## src/rtl/timer_device.sv

```systemverilog
// RISC-V machine timer (mtime/mtimecmp) bus device with programmable prescaler.
// Every request is answered exactly one cycle later; the timer interrupt is a registered level.
module timer_device #(
  parameter int unsigned DataWidth     = 32,
  parameter int unsigned AddressWidth  = 32,
  parameter int unsigned PrescaleWidth = 16
) (
  input  logic                    clk_i,
  input  logic                    rst_i,
  input  logic                    dev_req_i,
  input  logic [AddressWidth-1:0] dev_addr_i,
  input  logic                    dev_we_i,
  input  logic [DataWidth/8-1:0]  dev_be_i,
  input  logic [DataWidth-1:0]    dev_wdata_i,
  output logic                    dev_rvalid_o,
  output logic [DataWidth-1:0]    dev_rdata_o,
  output logic                    dev_err_o,
  output logic                    timer_irq_o
);

  localparam logic [2:0] RegMtimeLo = 3'd0;
  localparam logic [2:0] RegMtimeHi = 3'd1;
  localparam logic [2:0] RegCmpLo   = 3'd2;
  localparam logic [2:0] RegCmpHi   = 3'd3;
  localparam logic [2:0] RegPresc   = 3'd4;
  localparam logic [2:0] RegCtrl    = 3'd5;

  logic [63:0]              mtime_q, mtime_d;
  logic [63:0]              mtimecmp_q, mtimecmp_d;
  logic [PrescaleWidth-1:0] prescale_q, prescale_d;
  logic [PrescaleWidth-1:0] presc_cnt_q, presc_cnt_d;
  logic                     ctrl_en_q, ctrl_en_d;
  logic [2:0]               reg_sel;
  logic                     addr_err;
  logic                     wr_hit;
  logic                     tick;
  logic [DataWidth-1:0]     rd_value;
  logic [DataWidth-1:0]     presc_merged;
  logic [DataWidth-1:0]     ctrl_merged;
  logic                     unused_addr;

  // Upper address bits were already decoded by the bus.
  assign unused_addr = ^dev_addr_i[AddressWidth-1:5];

  assign reg_sel  = dev_addr_i[4:2];
  assign addr_err = (dev_addr_i[1:0] != 2'b00) || (reg_sel[2:1] == 2'b11);
  // A write with no byte enables is a pure no-op: it neither suppresses a tick nor clears the prescaler.
  assign wr_hit   = dev_req_i && dev_we_i && !addr_err && (|dev_be_i);
  assign tick     = ctrl_en_q && (presc_cnt_q == prescale_q);

  function automatic logic [DataWidth-1:0] byte_merge(
    input logic [DataWidth-1:0]   old_val,
    input logic [DataWidth-1:0]   new_val,
    input logic [DataWidth/8-1:0] be
  );
    logic [DataWidth-1:0] res;
    res = old_val;
    for (int b = 0; b < DataWidth / 8; b++) begin
      if (be[b]) res[8*b +: 8] = new_val[8*b +: 8];
    end
    return res;
  endfunction

  assign presc_merged = byte_merge({{(DataWidth-PrescaleWidth){1'b0}}, prescale_q},
                                   dev_wdata_i, dev_be_i);
  assign ctrl_merged  = byte_merge({{(DataWidth-1){1'b0}}, ctrl_en_q}, dev_wdata_i, dev_be_i);

  always_comb begin
    mtime_d     = mtime_q;
    mtimecmp_d  = mtimecmp_q;
    prescale_d  = prescale_q;
    ctrl_en_d   = ctrl_en_q;
    presc_cnt_d = presc_cnt_q;

    // A software write to mtime wins over the tick; unwritten bytes hold.
    if (wr_hit && reg_sel == RegMtimeLo) begin
      mtime_d[31:0] = byte_merge(mtime_q[31:0], dev_wdata_i, dev_be_i);
    end else if (wr_hit && reg_sel == RegMtimeHi) begin
      mtime_d[63:32] = byte_merge(mtime_q[63:32], dev_wdata_i, dev_be_i);
    end else if (tick) begin
      mtime_d = mtime_q + 64'd1;
    end

    if (wr_hit && reg_sel == RegCmpLo) begin
      mtimecmp_d[31:0] = byte_merge(mtimecmp_q[31:0], dev_wdata_i, dev_be_i);
    end
    if (wr_hit && reg_sel == RegCmpHi) begin
      mtimecmp_d[63:32] = byte_merge(mtimecmp_q[63:32], dev_wdata_i, dev_be_i);
    end
    if (wr_hit && reg_sel == RegPresc) begin
      prescale_d = presc_merged[PrescaleWidth-1:0];
    end
    if (wr_hit && reg_sel == RegCtrl) begin
      ctrl_en_d = ctrl_merged[0];
    end

    if (wr_hit && (reg_sel == RegPresc || reg_sel == RegCtrl)) begin
      presc_cnt_d = '0;
    end else if (tick) begin
      presc_cnt_d = '0;
    end else if (ctrl_en_q) begin
      presc_cnt_d = presc_cnt_q + {{(PrescaleWidth-1){1'b0}}, 1'b1};
    end
  end

  always_comb begin
    rd_value = '0;
    case (reg_sel)
      RegMtimeLo: rd_value = mtime_q[31:0];
      RegMtimeHi: rd_value = mtime_q[63:32];
      RegCmpLo:   rd_value = mtimecmp_q[31:0];
      RegCmpHi:   rd_value = mtimecmp_q[63:32];
      RegPresc:   rd_value = {{(DataWidth-PrescaleWidth){1'b0}}, prescale_q};
      RegCtrl:    rd_value = {{(DataWidth-1){1'b0}}, ctrl_en_q};
      default:    rd_value = '0;
    endcase
  end

  always_ff @(posedge clk_i) begin
    if (rst_i) begin
      mtime_q      <= '0;
      mtimecmp_q   <= '1;
      prescale_q   <= '0;
      ctrl_en_q    <= 1'b0;
      presc_cnt_q  <= '0;
      dev_rvalid_o <= 1'b0;
      dev_rdata_o  <= '0;
      dev_err_o    <= 1'b0;
      timer_irq_o  <= 1'b0;
    end else begin
      mtime_q      <= mtime_d;
      mtimecmp_q   <= mtimecmp_d;
      prescale_q   <= prescale_d;
      ctrl_en_q    <= ctrl_en_d;
      presc_cnt_q  <= presc_cnt_d;
      dev_rvalid_o <= dev_req_i;
      dev_rdata_o  <= (dev_req_i && !dev_we_i && !addr_err) ? rd_value : '0;
      dev_err_o    <= dev_req_i && addr_err;
      timer_irq_o  <= (mtime_d >= mtimecmp_d);
    end
  end

endmodule

```

## config.mk

```make
export PLATFORM = sky130hd
export DESIGN_NAME = timer_device
export DESIGN_NICKNAME = d
export VERILOG_FILES = /design/src/rtl/timer_device.sv
export SDC_FILE = /design/constraint.sdc
export NUM_CORES = 1
export LEC_CHECK = 0
export ABC_AREA = 0
export ABC_CLOCK_PERIOD_IN_PS = 4750
export CORE_UTILIZATION = 58
export DETAILED_ROUTE_END_ITERATION = 8
export PLACE_DENSITY = 0.81
export SYNTH_ARGS = -nofsm -noshare
export SYNTH_HDL_FRONTEND = slang
export SYNTH_SLANG_ARGS = --single-unit
```

## constraint.sdc

```tcl
create_clock -name clk_i -period 4.75 [get_ports clk_i]
set_clock_uncertainty 0.2 [all_clocks]
set_input_delay 0.475 -clock clk_i [delete_from_list [all_inputs] [get_ports clk_i]]
set_output_delay 0.475 -clock clk_i [all_outputs]
set_load 0.05 [all_outputs]
```

======== Yosys cells after proc, flatten, opt, wreduce, memory -nomap -nowiden ========
Cells that the tools add are included.
word-level totals
  output and inout bits ................... 35
  word-level logic and storage cells ...... 71
  input port bits ......................... 72
  register bits after elaboration ......... 196
cells by class
  bitwise logic cells ..................... 1
  add/subtract/negate cells ............... 2
  mux-type cells .......................... 24
  equality and inequality tests ........... 7
  magnitude comparators ................... 1
  reductions and logical operators ........ 26
operator list
  operator                                             count
  2-to-1 mux 32 bit                                    6
  case mux 32 bit (6 select lines)                     1
  2-to-1 mux 8 bit                                     16
  adder 64 x 1 -> 64 bit, second input constant        1
  greater-or-equal comparator 64 bit                   1
  2-to-1 mux 64 bit                                    1
  adder 16 x 1 -> 16 bit, second input constant        1
  equality test 16 bit                                 1
  logical AND 1 bit                                    14
  equality test 3 x 2 -> 1 bit, second input constant  2
  equality test 3 bit, second input constant           2
  AND reduction 2 bit                                  3
  OR reduction 4 bit                                   1
  equality test 3 x 1 -> 1 bit, second input constant  1
  logical NOT 3 bit                                    1
  OR reduction 3 bit                                   1
  equality test 2 bit, second input constant           1
  logical NOT 1 bit                                    2
  logical OR 1 bit                                     2
  nonzero test 2 bit                                   1
  OR reduction 2 bit                                   1
  inverter 1 bit                                       1

======== Logic depth before layout (Yosys ltp) ========
Gate-level depths: netlist of the first run.
  word-level depth ........................ 9
  depth in mapped cells ................... 18
  mapped depth without buffers ............ 16

======== Worst setup path after synthesis of the first run ========
OpenSTA, ideal clock, no wires.
  path type ............................... input -> register
  from .................................... in dev_be_i[1]
  to ...................................... reg timer_irq_o
  cell stages on the path ................. 16
  slack ................................... 748 ps
  library setup time ...................... 70 ps
  path buffers ............................ 2
  required time ........................... 4480 ps
  arrival ................................. 3732 ps
  cells stage by stage .................... buf_6 -> or4_4 -> nand4_4 -> nand2_4 -> or4_1 -> buf_2 -> o311ai_0 -> nand3_1 -> ha_1 -> nand4_1 -> nor4_1 -> nand3_1 -> o31a_1 -> o2111ai_1 -> nand3_1 -> a21oi_1
between the ends
  word-level cells in the longest chain between the ends .. 6
  elaborated cells on any way between the ends .. 17
  classes of those cells .................. order compare: 1; mux: 10; reduce/logical: 6
ends and longest elaborated chain
  item                                  RTL line  text
  start: declaration                    13        input logic [DataWidth/8-1:0] dev_be_i,
  OR reduction 4 bit *                  48        assign wr_hit = dev_req_i && dev_we_i && !addr_err && (|dev_be_i);
  logical AND 1 bit *                   48
  logical AND 1 bit                     78        end else if (wr_hit && reg_sel == RegMtimeHi) begin
  2-to-1 mux 32 bit                     78
  2-to-1 mux 32 bit *                   76        if (wr_hit && reg_sel == RegMtimeLo) begin
  net mtime_d[28]                       28        logic [63:0] mtime_q, mtime_d;
  greater-or-equal comparator 64 bit *  139       timer_irq_o <= (mtime_d >= mtimecmp_d);
  end signal: assignment                139
  end: declaration                      18        output logic timer_irq_o
Mark *: on every way through the listed nets, which the timed path passes. The rest lies on a longest branch.
A chain may end at the register's enable or synchronous reset.

======== Worst setup path in the final report of the first run ========
  from .................................... reg mtime_q[0]
  to ...................................... reg timer_irq_o
between the ends
  word-level cells in the longest chain between the ends .. 5
  elaborated cells on any way between the ends .. 8
  classes of those cells .................. add/sub: 1; order compare: 1; mux: 6
ends and longest elaborated chain
  item                                RTL line  text
  start: declaration                  28
  start signal: assignment            131       mtime_q <= mtime_d;
  adder 64 x 1 -> 64 bit              81        mtime_d = mtime_q + 64'd1;
  2-to-1 mux 64 bit                   80        end else if (tick) begin
  2-to-1 mux 32 bit                   78
  2-to-1 mux 32 bit                   76
  net mtime_d[44]                     28
  greater-or-equal comparator 64 bit  139
The timed path passes the listed nets, and every way through them passes these cells.

==> impl_metrics.py, run 1 <==
metrics = {
    "synth": {
        "avgSynthCellArea_um2": 8.33,
        "yosys_register_bits": 196,
        "synth_ff_type": "dfxtp_1",
        "yosys.area_share.simple_pct": 29.3,
        "synth_compound_area_share_pct": 16.1,
        "yosysWarningCount": 0,
        "synth.distinct_cells": 71,
        "synth_adder_area_share_pct": 7.15,
        "synth_cells": 1385,
        "synth_fp_nets": 1523,
        "synth_top_family_by_area": "simple AND/OR/NAND/NOR gates",
        "synth_edf_count": 0,
        "syn_area_mm2": 0.0115,
        "postSynth.asyncResetShare_pct": 0,
        "synth-xor-area-share_pct": 2.27,
        "synth-seq-area-share_pct": 34.0,
        "synthMuxAreaShare_pct": 8.18,
    },
    "setup_path": {
        "critPathSlowestCell": "nor4b_2",
        "path_class": "register to register",
        "startpoint_type": "register",
        "end_kind": "register",
        "crit_family": "simple AND/OR/NAND/NOR gates",
        "crit_fanout": 5,
        "crit_required_ns": 4.91,
        "crit_chain": "ha_1 > nand3_1 > nor4b_2 > and3_1 > and3_1 > and3_1 > a311oi_1 > a211oi_1 > ha_1 > nand4_1 > nor4_1 > buf_4 > nand3_1 > o31a_1 > o2111ai_1 > nand3_1 > a21oi_1",
        "cpPeakStageDelay_ns": 0.49,
        "worstPathArrival_ns": 4.80,
        "critPathBufInv": 1,
    },
    "pwr": {
        "total_power_mw": 3.36,
        "leakagePower_nw": 6.15,
        "peakVddDrop_v": 0.000215,
        "powerDensity_mw_per_mm2": 237,
    },
    "route": {
        "vias": 12305,
        "postRouteAntennaNets": 0,
        "drcViolationCount": 0,
        "dr.pass1.iters": 6,
        "wirelength_um": 42500,
        "drt-initial-drc-count": 1531,
        "routedWlPerCell_um": 23.0,
        "vias_per_cell": 6.68,
    },
    "timing": {
        "fin_crit_ns": 4.64,
        "worst_pin_slew_ns": 0.927,
        "setup_violations": 0,
        "tns_ns": 0,
        "hold_viol": 0,
        "grt_setup_unrepaired": "false",
        "slew_headroom_pct": 38.2,
        "max_freq_mhz": 216,
        "slew_viol_final": 0,
        "finalCritPeriodShare_pct": 97.7,
    },
    "final_layout": {
        "area_growth_pct": 22.9,
        "n_antenna_cell": 0,
        "fill_cells": 1520,
        "nets": 1703,
        "drive_gt1_share_pct": 14.3,
        "final_util_pct": 72.9,
    },
    "cts": {
        "h-tree-depth": 4,
        "clkSinkCount": 196,
        "numCtsBuffers": 17,
        "root_buffer": "clkbuf_16",
        "cts_tree": "built",
        "path_clk_slew_ns": 0.08,
        "clock_path_buffers": 2,
        "clk_latency_ns": 0.45,
        "postCtsHoldBufs": 0,
    },
    "placed_design": {
        "numPortBuffers": 79,
        "hpwlAfterDp_um": 32300,
        "routabilityCongestion": 1.03,
    },
    "global_routing": {
        "grt_max_degree": 90,
        "grt_pass1_wl_um": 64200,
        "grt_overflow_total": 0,
        "grt_usage_pct": 41.9,
        "antenna_found_initial": 0,
        "grt_pass1_vias": 11178,
    },
    "floorplanning": {
        "die_x_um": 143,
        "ios": 107,
        "num_rows": 51,
        "die_height_um": 143,
        "dieArea_mm2": 0.0205,
        "initial_core_util_pct": 59.3,
        "core_area_mm2": 0.0195,
    },
    "run": {
        "maxCapViolations": 0,
    },
    "worst_hold_path": {
        "hold_path.class": "register to register",
    },
    "outcome": {
        "status": "finished clean",
    },
}
[stage by stage]
stage / instances / area (um^2) / setup WS (ns) / hold slack (ns)
2_1_floorplan: 1385 / 11500 / 0.748 / 0.253
5_1_grt: 1843 / 14200 / 0.00421 / 0.316
6_report: 1843 / 14200 / 0.110 / 0.280
3_5_place_dp: 1811 / 13600 / -0.221 / 0.270
3_3_place_gp: 1811 / 13600 / -0.181 / 0.263
4_1_cts: 1843 / 14200 / 0.0909 / 0.280
[path summary, 6_finish.rpt]
check	from	slack, ns	depth (start not counted)	end
worst max register to register	mtime_q[0]	0.11	17	timer_irq_o
worst min-delay path	prescale_q[8]	0.28	2	prescale_q[8]
worst min register to register	prescale_q[8]	0.28	2	prescale_q[8]
worst max-delay path	mtime_q[0]	0.11	17	timer_irq_o
[tightest hold or removal path, stage by stage, from the launching register on]
cell	delay, ns
dfxtp_1	0.33
nand2_1	0.06
a21oi_1	0.05
[cell type report]
| class | count | area [um^2] | area share (%) |
|---|---|---|---|
| Clock buffer | 18 | 439 | 3.09 |
| Tap cell | 265 | 332 | 2.34 |
| Inverter | 11 | 41.3 | 0.291 |
| Sequential cell | 196 | 3920 | 27.6 |
| Clock inverter | 14 | 164 | 1.15 |
| Multi-Input combinational cell | 1101 | 7300 | 51.4 |
| Timing Repair Buffer | 238 | 1990 | 14.1 |
[repair_timing]
item | CTS | global route
buffers inserted | 0 | 0
endpoints found under the setup margin | 0 | 1
gates resized for setup | 0 | 5
[layout by cell type (no fill, tap or decap), drive strengths merged, types with 5 or more instances in the layout]
cell           synthesis  layout
ha                    66      66
xnor2                 11      11
a211oi                20      20
or4                    7       7
o311ai                 5       5
nor4                  26      26
inv                   11      16
clkdlybuf4s50          0      78
nand2                107     107
a21oi                 73      73
o31ai                  5       5
mux2i                 82      82
a31oi                  6       6
nor2b                 24      24
clkinv                 0       9
and2                  20      20
a22oi                 47      47
nand2b                76      76
a21o                   7       7
buf                   15     160
nand3                 73      73
nand4                 44      44
and4                  12      12
nor3b                  7       7
xor2                  18      18
nor2                 149     149
and3                  29      29
nor3                  59      59
a311oi                12      12
a2111oi                7       7
clkbuf                62      18
a221oi                15      15
a2bb2oi                6       6
mux2                  11      11
o21ai                 17      17
o22ai                 15      15
dfxtp                196     196
[per-layer routing]
metal | part of all wire [%] | track usage [%]
met1 | 43 | 58.7
met2 | 43 | 63.6
met3 | 10 | 7.31
met4 | 3.6 | 16.3
met5 | 0 | 0
[logic make-up (layout without fill, tap and decap cells)]
| family | after synthesis | after routing |
|---|---|---|
| simple gates | 647 | 647 |
| fa+ha+maj | 66 | 66 |
| xor+xnor | 29 | 29 |
| mux | 93 | 93 |
| flops | 196 | 196 |
| buf+inv | 88 | 281 |
| compound gates | 266 | 266 |
[where the power goes]
group          leakage, nW  internal [mW]  switching [mW]
logic                 4.27         0.0913           0.139
registers             1.58           1.65         0.00457
clock network        0.295          0.723           0.754
[sequential cells by signal, indices dropped and copies added (netlist names)]
signal	cells
dev_err_o	1
mtimecmp_q	64
mtime_q	64
prescale_q	16
ctrl_en_q	1
timer_irq_o	1
presc_cnt_q	16
dev_rdata_o	32
dev_rvalid_o	1
[cells in the mapped netlist (all sizes together), types with 18 or more instances]
master,n,area (um^2)
nor3,59,305
nor2b,24,150
a22oi,47,353
nand4,44,305
ha,66,826
a21oi,73,365
and3,29,181
nand3,73,365
a211oi,20,155
and2,20,125
xor2,18,158
nand2,107,409
mux2i,82,821
dfxtp,196,3920
nand2b,76,475
clkbuf,62,234
nor2,149,567
nor4,26,163
No activity file was read; power rests on OpenSTA's default activity.
==> run 2, diff against run 1 <==
--- a/config.mk
+++ b/config.mk
@@ -7,7 +7,9 @@
 export LEC_CHECK = 0
 export ABC_AREA = 0
 export ABC_CLOCK_PERIOD_IN_PS = 4750
+export CAP_MARGIN = 20
 export CORE_UTILIZATION = 58
+export CTS_CLUSTER_SIZE = 20
 export DETAILED_ROUTE_END_ITERATION = 8
 export PLACE_DENSITY = 0.81
 export SYNTH_ARGS = -nofsm -noshare
==> results of run 2 <==
Same layout as run 1: the final DEF is identical, and so are final timing and power.
